### src/rtl/uc_coordena_entidades_param.sv
// rtl/uc_coordena_entidades_param.sv - game-tick coordination FSM walking enabled entity groups
module uc_coordena_entidades_param #(
    parameter int N_GRUPOS   = 2,
    parameter int LARG_GRUPO = 1,
    parameter int ITENS      = 16,
    parameter int LARG_IDX   = 4,
    parameter int TIMEOUT    = 255
) (
    input  logic                  clock,
    input  logic                  reset,
    input  logic                  inicia,
    input  logic [N_GRUPOS-1:0]   habilita_grupo,
    input  logic [N_GRUPOS-1:0]   fim_compara,
    input  logic [N_GRUPOS-1:0]   fim_move,
    output logic [N_GRUPOS-1:0]   compara,
    output logic [N_GRUPOS-1:0]   movimenta,
    output logic [LARG_GRUPO-1:0] grupo_atual,
    output logic [LARG_IDX-1:0]   indice,
    output logic                  ocupado,
    output logic                  pronto,
    output logic                  erro_timeout,
    output logic [3:0]            db_estado
);

    typedef enum logic [3:0] {
        OCIOSO     = 4'd0,
        PREPARA    = 4'd1,
        COMPARA    = 4'd2,
        ESPERA_C   = 4'd3,
        MOVE       = 4'd4,
        ESPERA_M   = 4'd5,
        PROX_ITEM  = 4'd6,
        PROX_GRUPO = 4'd7,
        FIM        = 4'd8,
        ERRO       = 4'd9
    } estado_t;

    localparam int CW = $clog2(TIMEOUT + 1);
    localparam logic [LARG_IDX-1:0] ULTIMO = LARG_IDX'(ITENS - 1);
    localparam logic [CW-1:0]       LIMITE = CW'(TIMEOUT - 1);

    estado_t               estado, proximo;
    logic [N_GRUPOS-1:0]   mascara;
    logic [LARG_GRUPO-1:0] grupo;
    logic [LARG_IDX-1:0]   item;
    logic [CW-1:0]         espera;
    logic                  pendente;
    logic                  primeiro_ok, seguinte_ok, handshake, esgotado;
    logic [LARG_GRUPO-1:0] primeiro, seguinte;

    // Lowest enabled group for PREPARA (live mask) and next higher one for PROX_GRUPO (captured mask)
    always_comb begin
        primeiro_ok = 1'b0;
        primeiro    = '0;
        seguinte_ok = 1'b0;
        seguinte    = '0;
        for (int i = N_GRUPOS - 1; i >= 0; i--) begin
            if (habilita_grupo[i]) begin
                primeiro_ok = 1'b1;
                primeiro    = LARG_GRUPO'(i);
            end
            if (mascara[i] && (i > int'(grupo))) begin
                seguinte_ok = 1'b1;
                seguinte    = LARG_GRUPO'(i);
            end
        end
    end

    always_comb begin
        handshake = 1'b0;
        case (estado)
            ESPERA_C: handshake = fim_compara[grupo];
            ESPERA_M: handshake = fim_move[grupo];
            default:  handshake = 1'b0;
        endcase
    end

    assign esgotado = (espera == LIMITE);

    always_ff @(posedge clock or negedge reset) begin
        if (!reset) estado <= OCIOSO;
        else        estado <= proximo;
    end

    always_comb begin
        proximo = estado;
        case (estado)
            OCIOSO:     if (inicia || pendente) proximo = PREPARA;
            PREPARA:    proximo = primeiro_ok ? COMPARA : FIM;
            COMPARA:    proximo = ESPERA_C;
            ESPERA_C:   if (handshake) proximo = MOVE;
                        else if (esgotado) proximo = ERRO;
            MOVE:       proximo = ESPERA_M;
            ESPERA_M:   if (handshake) proximo = PROX_ITEM;
                        else if (esgotado) proximo = ERRO;
            PROX_ITEM:  proximo = (item == ULTIMO) ? PROX_GRUPO : COMPARA;
            PROX_GRUPO: proximo = seguinte_ok ? COMPARA : FIM;
            FIM:        proximo = OCIOSO;
            ERRO:       proximo = OCIOSO;
            default:    proximo = OCIOSO;
        endcase
    end

    always_ff @(posedge clock or negedge reset) begin
        if (!reset) begin
            mascara      <= '0;
            grupo        <= '0;
            item         <= '0;
            espera       <= '0;
            pendente     <= 1'b0;
            erro_timeout <= 1'b0;
        end else begin
            case (estado)
                OCIOSO: pendente <= 1'b0;
                PREPARA: begin
                    mascara      <= habilita_grupo;
                    item         <= '0;
                    erro_timeout <= 1'b0;
                    grupo        <= primeiro;
                end
                COMPARA, MOVE: espera <= '0;
                ESPERA_C, ESPERA_M: if (!handshake) espera <= espera + 1'b1;
                PROX_ITEM: if (item != ULTIMO) item <= item + 1'b1;
                PROX_GRUPO: begin
                    item <= '0;
                    if (seguinte_ok) grupo <= seguinte;
                end
                ERRO: erro_timeout <= 1'b1;
                default: ;
            endcase
            // Requests during a run collapse into one deferred restart
            if (estado != OCIOSO && inicia) pendente <= 1'b1;
        end
    end

    always_comb begin
        compara   = '0;
        movimenta = '0;
        if (estado == COMPARA) compara[grupo]   = 1'b1;
        if (estado == MOVE)    movimenta[grupo] = 1'b1;
        ocupado     = (estado != OCIOSO);
        pronto      = (estado == FIM);
        grupo_atual = grupo;
        indice      = item;
        db_estado   = estado;
    end

endmodule

### config.mk
export PLATFORM = sky130hd
export DESIGN_NAME = uc_coordena_entidades_param
export DESIGN_NICKNAME = d
export VERILOG_FILES = /design/src/rtl/uc_coordena_entidades_param.sv
export SDC_FILE = /design/constraint.sdc
export NUM_CORES = 1
export LEC_CHECK = 0
export ABC_CLOCK_PERIOD_IN_PS = 2750
export CAP_MARGIN = 20
export CORE_ASPECT_RATIO = 0.75
export CORE_MARGIN = 1.5
export CORE_UTILIZATION = 50
export DETAILED_ROUTE_END_ITERATION = 7
export HOLD_SLACK_MARGIN = 0.15
export PLACE_DENSITY = 0.78
export RECOVER_POWER = 50
export SYNTH_ARGS = -nofsm -noshare
export SYNTH_HDL_FRONTEND = slang
export SYNTH_SLANG_ARGS = --single-unit
### constraint.sdc
create_clock -name clock -period 2.75 [get_ports clock]
set_input_delay 0.825 -clock clock [delete_from_list [all_inputs] [get_ports clock]]
set_output_delay 0.825 -clock clock [all_outputs]
set_load 0.01 [all_outputs]
Word-level counts from Yosys, hierarchy flattened
Cells that the tools add are included.

cells by class
  $add $sub $neg = 2
  magnitude comparators = 3
  equality and inequality tests = 16
  multiplexer cells = 30
  reductions and logical operators = 17

operator list
  kind                                                                    count
  4-bit case mux with 8 select lines                                      1
  4-bit 2-to-1 mux                                                        7
  4-bit by 3-bit equality test with 1-bit output (second input constant)  4
  8-bit case mux with 2 select lines                                      1
  4-bit equality test (second input constant)                             3
  1-bit 2-to-1 mux                                                        12
  2-bit nonzero test                                                      5
  8-bit by 1-bit adder with 8-bit output (second input constant)          1
  4-bit by 2-bit equality test with 1-bit output (second input constant)  2
  8-bit equality test (second input constant)                             1
  8-bit 2-to-1 mux                                                        1
  2-bit inequality test (second input constant)                           4
  4-bit case mux with 2 select lines                                      1
  1-bit case mux with 2 select lines                                      3
  2-bit AND reduction                                                     3
  2-bit OR reduction                                                      3
  4-bit by 1-bit adder with 4-bit output (second input constant)          1
  4-bit by 1-bit equality test with 1-bit output (second input constant)  1
  4-bit zero test                                                         1
  2-bit 2-to-1 mux                                                        2
  4-bit inequality test (second input constant)                           1
  4-bit nonzero test                                                      1
  1-bit logical AND                                                       3
  3-bit 2-to-1 mux                                                        1
  other kinds (5)                                                         5

storage, ports and cells
  register bits after elaboration = 21
  input bits = 9
  output and inout bits = 16
  logic and storage cells = 75

Longest topological paths before layout
  depth after elaboration = 5
  gate-level depth with buffers = 6
  mapped depth without buffers = 5

Least setup slack after synthesis
No wires, ideal clock.

  kind = reg2out
  start point = reg estado[2] (netlist: db_estado[2])
  end point = out movimenta[1]
  arrival time = 1.476 ns
  required time = 1.925 ns
  slack = 0.449 ns
  stages on the path, launching flop included = 5
  buffers on the path = 2
  cells stage by stage = dfrtp_1 buf_2 clkbuf_1 nand2b_1 nor4b_1

between the ends
  cells in the longest elaborated chain, start to end = 2

RTL lines
  item                                            line  source
  from (decl)                                     42    estado_t estado, proximo;
  from (signal assigned)                          82    else estado <= proximo;
  4-bit by 3-bit equality test with 1-bit output  140   if (estado == MOVE) movimenta[grupo] = 1'b1;
  2-bit 2-to-1 mux                                140
  to (decl)                                       16    output logic [N_GRUPOS-1:0] movimenta,

No other way between the ends.

Worst setup path after layout
  start point = reg estado[3] (netlist: db_estado[3])
  end point = out movimenta[1]

The elaborated chain is that of the path after synthesis.

==> results_dict.tcl <==
set metrics [dict create \
    die-area_mm2 0.00285 \
    antenna_found_initial 0 \
    die_w_um 61.2 \
    fin_cells 192 \
    synth_xor_area_share_pct 1.38 \
    root_buffer "clkbuf_4" \
    drv_slew 0 \
    required_ns 1.93 \
    design.core.area_mm2 0.00235 \
    cts_buffers 3 \
    hold_violations 0 \
    powerDensity_mw_per_mm2 985 \
    arrival_ns 1.81 \
    cp-end-kind "output port" \
    ys_types 48 \
    ant_nets 0 \
    async_flop_share_pct 100 \
    report.final.setup_viol 0 \
    fmaxAchievable_ghz 0.379 \
    max_slew.worst_pin.slew_ns 1.11 \
    cts.sinks 20 \
    port_buffers 24 \
    period_minus_slack_ns 2.64 \
    grt_overflow 0 \
    seq_area_frac_synth_pct 39.4 \
    slew_headroom_pct 25.9 \
    clk_latency_ns 0.31 \
    vias 1116 \
    cts_hold_buf 0 \
    synth_fa_ha_area_share_pct 2.96 \
    dp.cells 188 \
    grt_pass1_wl_mm 4.66 \
    critPathMaxFanout 5 \
    wl_per_cell_um 14.8 \
    dp.final_hpwl_mm 2.12 \
    synthCells 132 \
    dr.pass1.iters 4 \
    synthMuxAreaShare_pct 7.69 \
    yosys_warnings 0 \
    drt_iter0_markers 34 \
    yosysTopAreaCell "dfrtp_1" \
    synth_edf_count 0 \
    power_mw 1.60 \
    start_util_pct 54.1 \
    grt.total_usage_pct 22.5 \
    fin_worst_skew_ns 0.00402 \
    synthTopCellsByArea "dfrtp_1 39%, a21oi_1 3.6%, ha_1 3.0%" \
    synthSimpleGateAreaFrac_pct 26.4 \
    drc 0 \
    rows 15 \
    p_leak_nw 0.650 \
    synth_top_family_by_area "simple AND/OR/NAND/NOR gates" \
    nets 171 \
    seqCellArea_um2 503 \
    n_fill_cell 193 \
    ir_drop_mv 0.575 \
    syn_nets 144 \
    hold_class "reg -> reg" \
    vias_per_cell 5.81 \
    crit_path_start_kind "flip-flop" \
    syn_area_per_cell_um2 9.61 \
    clkTransAtPathRegs_ns 0.12 \
    multi_input_area_um2 722 \
    ios 25 \
    post-route-util_pct 69.2 \
    fin_crit_sh_pct 95.9 \
    finalWirelength_mm 2.84 \
    first_global_vias 995 \
    ys_dominant_reg_cell "dfrtp_1" \
    h-tree-depth 1 \
    ys_ff_latch 20 \
    rsz0062_at_grt "false" \
    cts_tree "done" \
    chipHeight_um 46.6 \
    place.gp.congestion 0.884 \
    worstSetupPathType "reg -> out" \
    n_antenna_cell 0 \
    areaGrowthSynthToFinish_pct 28.0 \
    fin_setup_tns_ns 0 \
    drive_gt1_share_pct 13.9 \
    post-cts-setup-buffers 0 \
    synth_compound_area_share_pct 17.3 \
    max-cap-violations 0 \
    grt_max_degree 21 \
    syn_area_mm2 0.00127 \
    clk_path_buf_depth 2 \
    netlist.area_leader.share_pct 39.4 \
    outcome "completed" \
]
## per-stage QoR
step / setup WS, ns / hold WS (ns) / cell area (µm²)
finish: 0.114 / 0.498 / 1620
global route: 0.0207 / 0.520 / 1620
CTS: 0.00146 / 0.497 / 1610
detailed placement: 0.172 / 0.481 / 1560
global placement: 0.234 / 0.463 / 1560
floorplan: 0.449 / 0.441 / 1270
## flip-flops by register name, summed over array words and instances (netlist names)
signal / cells
pendente: 1
espera: 8
grupo_atual: 1
db_estado: 4
indice: 4
erro_timeout: 1
mascara: 1
## Yosys cell counts, drive strengths merged (4+ instances only)
cell    number
dfrtp       20
nand2       10
a21oi        9
nor2         7
buf          6
nor3         6
o31ai        5
inv          4
nand3        4
o211ai       4
o21ai        4
## area by class of cell
class	instances	area share, %
clock buffers	3	1.39
clock inverters	1	1.85
inverters	4	0.924
multi-input cells	99	44.5
flip-flops and latches	20	31.0
well taps	34	2.62
repair buffers	31	17.8
## cell families after synthesis
family                   after synthesis
AO/OA/AOI/OAI                         31
XOR/XNOR                               2
adder cells (fa/ha/maj)                3
buffers and inverters                 13
flip-flops                            20
multiplexers                           7
AND/OR/NAND/NOR                       56
## layout by cell type, fill, tap and decap left out, types with 2 or more instances in the layout
cell             Yosys  routed
clkdlybuf4s50_1      0      23
dfrtp_1             20      18
nand2_1             10      10
a21oi_1              9       9
nor2_1               7       7
nor3_1               6       6
buf_4                0       6
o31ai_1              5       5
inv_1                4       4
nand3_1              4       4
o211ai_1             4       4
o21ai_0              4       4
nand2b_1             3       3
nor2b_1              3       3
nand4_1              3       3
ha_1                 3       3
clkbuf_4             0       3
nor4b_2              0       2
and4b_1              2       2
mux2i_1              1       2
and4_1               2       2
and3_1               2       2
mux2_2               2       2
dfrtp_2              0       2
## power breakdown
part           internal [mW]  leakage (nW)  switching, mW
Sequential             0.375         0.263          0.124
Combinational          0.428         0.360          0.428
Clock                  0.147        0.0279         0.0976
## routing by layer
metal / global-route usage (%) / wire, µm
met1: 30.3 / 1380
met2: 35.3 / 1300
met3: 5.06 / 115
met4: 8.26 / 51
met5: 0 / 0
## critical path, stage by stage, from the launching register on
cell,delay (ns)
dfrtp_1,0.42
nand2b_1,0.23
nor4b_2,0.28
clkdlybuf4s50_1,0.57
## path summary, 6_finish.rpt
check	start	end	slack, ns	cells past startpoint
setup reg to reg	grupo_atual	espera[1]	0.79	3
min in group asynchronous	reset	espera[6]	1.23	2
hold / removal	espera[5]	espera[5]	0.50	1
setup / recovery	db_estado[3]	movimenta[1]	0.11	3
hold reg to reg	espera[5]	espera[5]	0.50	1
max in group asynchronous	reset	db_estado[2]	0.79	2
## what timing repair did
item                                    in CTS  in global routing
cloned                                       0                  0
resized for setup                            1                  4
endpoints found under the setup margin       1                  3
Power figures use the tool's default switching activity.
